`src/rtl/dp_run_ctrl_pkg.sv`:
```
// Shared definitions for the datapath execution controller: FSM state encoding
// and the button-event priority resolver.
package dp_run_ctrl_pkg;

    localparam logic [1:0] ST_HALT  = 2'd0;
    localparam logic [1:0] ST_RUN   = 2'd1;
    localparam logic [1:0] ST_STEP  = 2'd2;
    localparam logic [1:0] ST_BREAK = 2'd3;

    // Encoded so that a larger value means a higher priority.
    typedef enum logic [1:0] {
        EV_NONE = 2'd0,
        EV_RUN  = 2'd1,
        EV_STEP = 2'd2,
        EV_HALT = 2'd3
    } ev_e;

    function automatic ev_e ev_select(input logic halt_ev, input logic step_ev, input logic run_ev);
        ev_e sel;
        if (halt_ev) begin
            sel = EV_HALT;
        end else if (step_ev) begin
            sel = EV_STEP;
        end else if (run_ev) begin
            sel = EV_RUN;
        end else begin
            sel = EV_NONE;
        end
        return sel;
    endfunction

endpackage

```
`src/rtl/dp_run_ctrl_btn_debounce.sv`:
```
// Button conditioner: 2-flop synchronizer, stable-level debounce and a one-cycle
// pulse on each accepted press.
module dp_run_ctrl_btn_debounce #(
    parameter int DEBOUNCE_CYCLES = 1000000
) (
    input  logic clk_i,
    input  logic rst_ni,
    input  logic btn_i,
    output logic rise_o
);

    localparam int CNT_W = $clog2(DEBOUNCE_CYCLES + 1);
    localparam logic [CNT_W-1:0] CNT_MAX = CNT_W'(DEBOUNCE_CYCLES - 1);

    logic             sync1_q, sync2_q;
    logic             level_q, level_d;
    logic             rise_q, rise_d;
    logic [CNT_W-1:0] cnt_q, cnt_d;

    // The counter tracks how long the synchronized input has disagreed with the accepted level.
    always_comb begin
        level_d = level_q;
        cnt_d   = cnt_q;
        rise_d  = 1'b0;
        if (sync2_q == level_q) begin
            cnt_d = '0;
        end else if (cnt_q == CNT_MAX) begin
            level_d = sync2_q;
            cnt_d   = '0;
            rise_d  = sync2_q;
        end else begin
            cnt_d = cnt_q + CNT_W'(1);
        end
    end

    always_ff @(posedge clk_i or negedge rst_ni) begin
        if (!rst_ni) begin
            sync1_q <= 1'b0;
            sync2_q <= 1'b0;
            level_q <= 1'b0;
            rise_q  <= 1'b0;
            cnt_q   <= '0;
        end else begin
            sync1_q <= btn_i;
            sync2_q <= sync1_q;
            level_q <= level_d;
            rise_q  <= rise_d;
            cnt_q   <= cnt_d;
        end
    end

    assign rise_o = rise_q;

endmodule

```
`src/rtl/dp_run_ctrl.sv`:
```
// Execution controller: issues one-cycle datapath enables in RUN/STEP modes,
// stops on a PC breakpoint, snapshots PC/write data and counts retired instructions.
module dp_run_ctrl
    import dp_run_ctrl_pkg::*;
#(
    parameter int DIV_COUNT       = 50000000,
    parameter int DEBOUNCE_CYCLES = 1000000,
    parameter int PC_W            = 32
) (
    input  logic            Clk,
    input  logic            Reset,
    input  logic            RunBtn,
    input  logic            StepBtn,
    input  logic            HaltBtn,
    input  logic            BreakEn,
    input  logic [PC_W-1:0] BreakAddr,
    input  logic [PC_W-1:0] ProgramCounter,
    input  logic [31:0]     WriteData,
    output logic            DpEn,
    output logic [15:0]     DispPC,
    output logic [15:0]     DispWD,
    output logic            Halted,
    output logic [31:0]     InstrCount
);

    localparam int PRE_W = (DIV_COUNT > 2) ? $clog2(DIV_COUNT) : 1;
    localparam logic [PRE_W-1:0] PRE_MAX = PRE_W'(DIV_COUNT - 1);

    logic             run_ev_s, step_ev_s, halt_ev_s;
    ev_e              ev_s;
    logic             tick_s, hit_s;
    logic [1:0]       state_q, state_d;
    logic [PRE_W-1:0] pre_q, pre_d;
    logic             bypass_q, bypass_d;
    logic             dpen_q, dpen_d;
    logic             halted_q, halted_d;
    logic [15:0]      disp_pc_q, disp_pc_d;
    logic [15:0]      disp_wd_q, disp_wd_d;
    logic [31:0]      count_q, count_d;
    logic             unused_wd_s;

    dp_run_ctrl_btn_debounce #(.DEBOUNCE_CYCLES(DEBOUNCE_CYCLES)) u_run_db (
        .clk_i(Clk), .rst_ni(Reset), .btn_i(RunBtn), .rise_o(run_ev_s));
    dp_run_ctrl_btn_debounce #(.DEBOUNCE_CYCLES(DEBOUNCE_CYCLES)) u_step_db (
        .clk_i(Clk), .rst_ni(Reset), .btn_i(StepBtn), .rise_o(step_ev_s));
    dp_run_ctrl_btn_debounce #(.DEBOUNCE_CYCLES(DEBOUNCE_CYCLES)) u_halt_db (
        .clk_i(Clk), .rst_ni(Reset), .btn_i(HaltBtn), .rise_o(halt_ev_s));

    assign unused_wd_s = ^WriteData[31:16];

    // Mode FSM; the prescaler idles at zero outside RUN so every RUN entry starts a full period.
    always_comb begin
        ev_s     = ev_select(halt_ev_s, step_ev_s, run_ev_s);
        tick_s   = (state_q == ST_RUN) && (pre_q == PRE_MAX);
        hit_s    = BreakEn && (ProgramCounter == BreakAddr) && !bypass_q;
        state_d  = state_q;
        pre_d    = '0;
        dpen_d   = 1'b0;
        bypass_d = bypass_q;
        case (state_q)
            ST_HALT: begin
                if (ev_s == EV_STEP) begin
                    state_d = ST_STEP;
                    dpen_d  = 1'b1;
                end else if (ev_s == EV_RUN) begin
                    state_d = ST_RUN;
                end else begin
                    state_d = ST_HALT;
                end
            end
            ST_STEP: begin
                state_d = ST_HALT;
            end
            ST_RUN: begin
                if (ev_s == EV_HALT) begin
                    state_d = ST_HALT;
                end else if (tick_s) begin
                    if (hit_s) begin
                        state_d = ST_BREAK;
                    end else begin
                        dpen_d = 1'b1;
                    end
                end else begin
                    pre_d = pre_q + PRE_W'(1);
                end
            end
            ST_BREAK: begin
                if (ev_s == EV_HALT) begin
                    state_d = ST_HALT;
                end else if (ev_s == EV_STEP) begin
                    state_d = ST_STEP;
                    dpen_d  = 1'b1;
                end else if (ev_s == EV_RUN) begin
                    state_d  = ST_RUN;
                    bypass_d = 1'b1;
                end else begin
                    state_d = ST_BREAK;
                end
            end
            default: begin
                state_d = ST_HALT;
            end
        endcase
        // Any issued instruction consumes the breakpoint bypass.
        if (dpen_d) begin
            bypass_d = 1'b0;
        end else begin
            bypass_d = bypass_d;
        end
        halted_d = (state_d == ST_HALT) || (state_d == ST_BREAK);
    end

    always_comb begin
        if (dpen_q) begin
            count_d   = count_q + 32'd1;
            disp_pc_d = ProgramCounter[15:0];
            disp_wd_d = WriteData[15:0];
        end else begin
            count_d   = count_q;
            disp_pc_d = disp_pc_q;
            disp_wd_d = disp_wd_q;
        end
    end

    always_ff @(posedge Clk or negedge Reset) begin
        if (!Reset) begin
            state_q   <= ST_HALT;
            pre_q     <= '0;
            bypass_q  <= 1'b0;
            dpen_q    <= 1'b0;
            halted_q  <= 1'b1;
            disp_pc_q <= 16'h0000;
            disp_wd_q <= 16'h0000;
            count_q   <= 32'd0;
        end else begin
            state_q   <= state_d;
            pre_q     <= pre_d;
            bypass_q  <= bypass_d;
            dpen_q    <= dpen_d;
            halted_q  <= halted_d;
            disp_pc_q <= disp_pc_d;
            disp_wd_q <= disp_wd_d;
            count_q   <= count_d;
        end
    end

    assign DpEn       = dpen_q;
    assign DispPC     = disp_pc_q;
    assign DispWD     = disp_wd_q;
    assign Halted     = halted_q;
    assign InstrCount = count_q;

endmodule

```
`config.mk`:
```
export PLATFORM = sky130hd
export DESIGN_NAME = dp_run_ctrl
export DESIGN_NICKNAME = d
export VERILOG_FILES = /design/src/rtl/dp_run_ctrl_pkg.sv /design/src/rtl/dp_run_ctrl_btn_debounce.sv /design/src/rtl/dp_run_ctrl.sv
export SDC_FILE = /design/constraint.sdc
export NUM_CORES = 1
export LEC_CHECK = 0
export CORE_UTILIZATION = 46
export CTS_BUF_LIST = sky130_fd_sc_hd__clkbuf_16
export CTS_CLUSTER_DIAMETER = 40
export DETAILED_ROUTE_END_ITERATION = 6
export GPL_ROUTABILITY_DRIVEN = 0
export PLACE_DENSITY = 0.75
export SLEW_MARGIN = 20
export SYNTH_ARGS = -nofsm -noshare
export SYNTH_HDL_FRONTEND = slang
export SYNTH_SLANG_ARGS = --single-unit
```
`constraint.sdc`:
```
create_clock -name Clk -period 1.8 [get_ports Clk]
set_input_delay 0.36 -clock Clk [delete_from_list [all_inputs] [get_ports Clk]]
set_output_delay 0.36 -clock Clk [all_outputs]
set_load 0.01 [all_outputs]
```
==> flow_summary.yaml <==
floorplan:
  start_util_pct: 46.94
  fp.dieH_um: 131.9
  coreArea_mm2: 0.01652
  die_area_mm2: 0.01738
  row_count: 47
  io_pins: 168
  die_w_um: 131.9
timing:
  clock.fmax_mhz: 537.7
  slew_headroom_pct: 66.74
  fin_crit_ps: 1860
  min_period_over_period_pct: 103.3
  final.setup_skew_ps: 8.088
  drv_slew: 0
  setup_viol: 6
  hold_viol: 0
  rsz0062_at_grt: "true"
  tightest_slew_ps: 497.3
  setup_slack_ps: -59.70
power:
  max-vdd-ir-drop_uv: 793.9
  p_comb_share_pct: 6.5
  power_frac_seq_pct: 46.6
  total_power_mw: 8.154
  p_leak_nw: 5.123
  internal_power_mw: 6.297
  sw_frac_of_total_pct: 22.77
  clkPwrFrac_pct: 46.9
  p_sw_mw: 1.857
  power.density_mw_per_mm2: 727.3
clock_tree:
  cts_inserted_buffers: 17
  clock_sinks: 167
  clock_path_buffers: 2
  cts_tree: "done"
  worst_skew_pair.late_latency_ps: 430
  htree_levels: 4
  clk_pin_slew_ps: 70
  clockRootBuffer: "clkbuf_16"
global_routing:
  grt_antenna_before_repair: 0
  first_global_vias: 6075
  grt_use_total_pct: 21.69
  grt_pass1_wl_um: 29970
  grt_overflow: 0
  grt_max_degree: 54
logic_synthesis:
  synth_area_leaders: "dfrtp_1, xnor2_1, xor2_1"
  syn_area_per_cell_um2: 10.99
  synth_seq_cells: 167
  seq_area_frac_synth_pct: 53.90
  yosysTopAreaCell: "dfrtp_1"
  ys_async_sr_fraction_pct: 100.0
  synth_edf_count: 0
  yosysWarnings: 0
  syn_inst: 706
  synth_area_mm2: 0.007756
  netlist_top_cells_count: "dfrtp_1, nor2_1, xnor2_1"
  synth_top_area_share_pct: 53.56
  yosysMostFrequentCell: "dfrtp_1"
  syn_nets: 813
  yosys_most_used_dff: "dfrtp_1"
  netlist-cell-type-count: 49
layout:
  drive_above_1_share_pct: 22.28
  antenna-diode-count: 0
  synthToLayoutAreaGrowth_pct: 44.54
  fin_util_pct: 67.84
  final_nets: 1069
worst_setup_path:
  worst_setup_path_start_kind: "flop"
  crit_chain: "ha_1, nand2_1, nor4_1, buf_4, nand4_1, xor2_1, nor2_1"
  crit_type: "reg2reg"
  crit_slowest_cell: "dfrtp_1"
  cp.required_ps: 2120
  slowest_delay_ps: 460
  end_kind: "flop"
  worstPathArrival_ps: 2180
  critPathMaxFanout: 5
run_status:
  violations: "negative setup slack"
  status: "finished, violations left"
route:
  dr.pass1.iters: 4
  remaining_drc_errors: 0
  top_layer: "met4"
  routed_wl_um: 18840
  viasPerCell: 5.129
  wl_met1_um: 8311
  wl_met2_um: 9643
  dr_wl_met3_um: 524
  drt-initial-drc-count: 292
  avgRoutedWirePerCell_um: 15.78
  vias: 6124
  final_antenna_net_count: 0
worst_hold_path:
  hp-class: "in2reg"
run:
  drv_cap: 0
place:
  port_buffers: 151
  dp_hpwl_um: 12630
  dp_slack_ps: -520.0
critical path: cells and delay by family (launching register included):
| kind | cells | cell delay (ps) |
|---|---|---|
| xor gates and xnor gates | 1 | 170 |
| adders and majority gates | 1 | 230 |
| buffers and inverters | 1 | 200 |
| DFF | 1 | 460 |
| and+or+nand+nor | 4 | 700 |
final timing paths:
kind                                          from            endpoint  slack (ps)  depth (start not counted)
max in group asynchronous                    Reset  u_halt_db.cnt_q[1]         770                          3
min in group asynchronous                    Reset           pre_q[20]         430                          2
worst max register to register   u_run_db.cnt_q[0]  u_run_db.cnt_q[18]         -60                          7
worst min register to register    u_run_db.sync1_q    u_run_db.sync2_q         360                          0
worst max-delay path             u_run_db.cnt_q[0]  u_run_db.cnt_q[18]         -60                          7
worst min-delay path            ProgramCounter[12]          DispPC[12]         270                          2
cells in the final DEF, fill, tap and decap left out, drive strengths merged, types with 4 or more instances in the layout:
master / Yosys / routed
dfrtp: 166 / 166
clkdlybuf4s50: 0 / 131
nor2: 104 / 104
buf: 9 / 95
xnor2: 72 / 72
xor2: 67 / 67
nand3: 47 / 47
nand2: 46 / 46
nand4: 37 / 37
mux2: 36 / 36
and3: 22 / 22
clkbuf: 4 / 19
nor4: 17 / 17
inv: 10 / 16
dlygate4sd2: 0 / 12
and4: 9 / 9
dlymetal6s2s: 0 / 7
a21oi: 6 / 6
nor3: 6 / 6
and2: 5 / 5
or2: 3 / 5
ha: 5 / 5
nand2b: 4 / 4
clkinv: 0 / 4
through the flow:
step	setup TNS (ps)	area [um^2]	hold slack (ps)	std cells
after CTS	-222.9	10770	362.0	1174
final	-116.5	11210	274.6	1194
after detailed placement	-4014	10090	312.1	1138
after floorplan	0	7775	64.41	706
after global routing	-1911	11210	272.8	1194
after global placement	-3374	10090	317.2	1138
metal layers:
layer  global-route usage, %  up-vias
met5                       0        -
li1                        -     2954
met1                   28.50     3027
met4                   7.364        0
met2                   35.95      113
met3                   4.306       30
flip-flops by register name, summed over array words and instances, names as in the netlist, 2 cells and up:
signal,cells
InstrCount,32
state_q,2
u_step_db.cnt_q,20
DispPC,16
u_run_db.cnt_q,20
pre_q,26
DispWD,16
u_halt_db.cnt_q,20
power by group through the flow:
stage | Combinational, mW | Clock [mW] | Sequential (mW)
finish | 0.527 | 3.83 | 3.80
global route | 0.580 | 4.02 | 3.80
CTS | 0.494 | 3.88 | 3.80
detailed placement | 0.482 | 0 | 3.87
global placement | 0.479 | 0 | 3.87
floorplan | 0.119 | 0 | 3.86
timing repair:
item,in CTS,in global routing
hold buffers,1,0
endpoints found under the setup margin,62,81
setup buffers,3,16
resized for setup,22,53
gates cloned,1,4
pin swaps,4,22
endpoints found under the hold margin,37,0
area by class of cell:
| class | count | area [um^2] |
|---|---|---|
| clock buffers | 17 | 425.4 |
| clock inverters | 14 | 190.2 |
| fillers | 1186 | 5314 |
| inverters | 10 | 37.54 |
| multi-input cells | 518 | 3747 |
| flip-flops and latches | 167 | 4185 |
| well taps | 220 | 275.3 |
| repair buffers | 248 | 2350 |
kinds of logic (layout without fill, tap and decap cells):
family	after synthesis	after routing	share of synthesized area, %
AO/OA/AOI/OAI	20	20	1.758
XOR/XNOR	139	139	15.70
adder cells (fa/ha/maj)	5	5	0.8066
buffers and inverters	23	289	1.436
flip-flops	167	167	53.90
multiplexers	36	36	5.227
AND/OR/NAND/NOR	316	318	21.18
No activity file was read; power rests on OpenSTA's default activity.
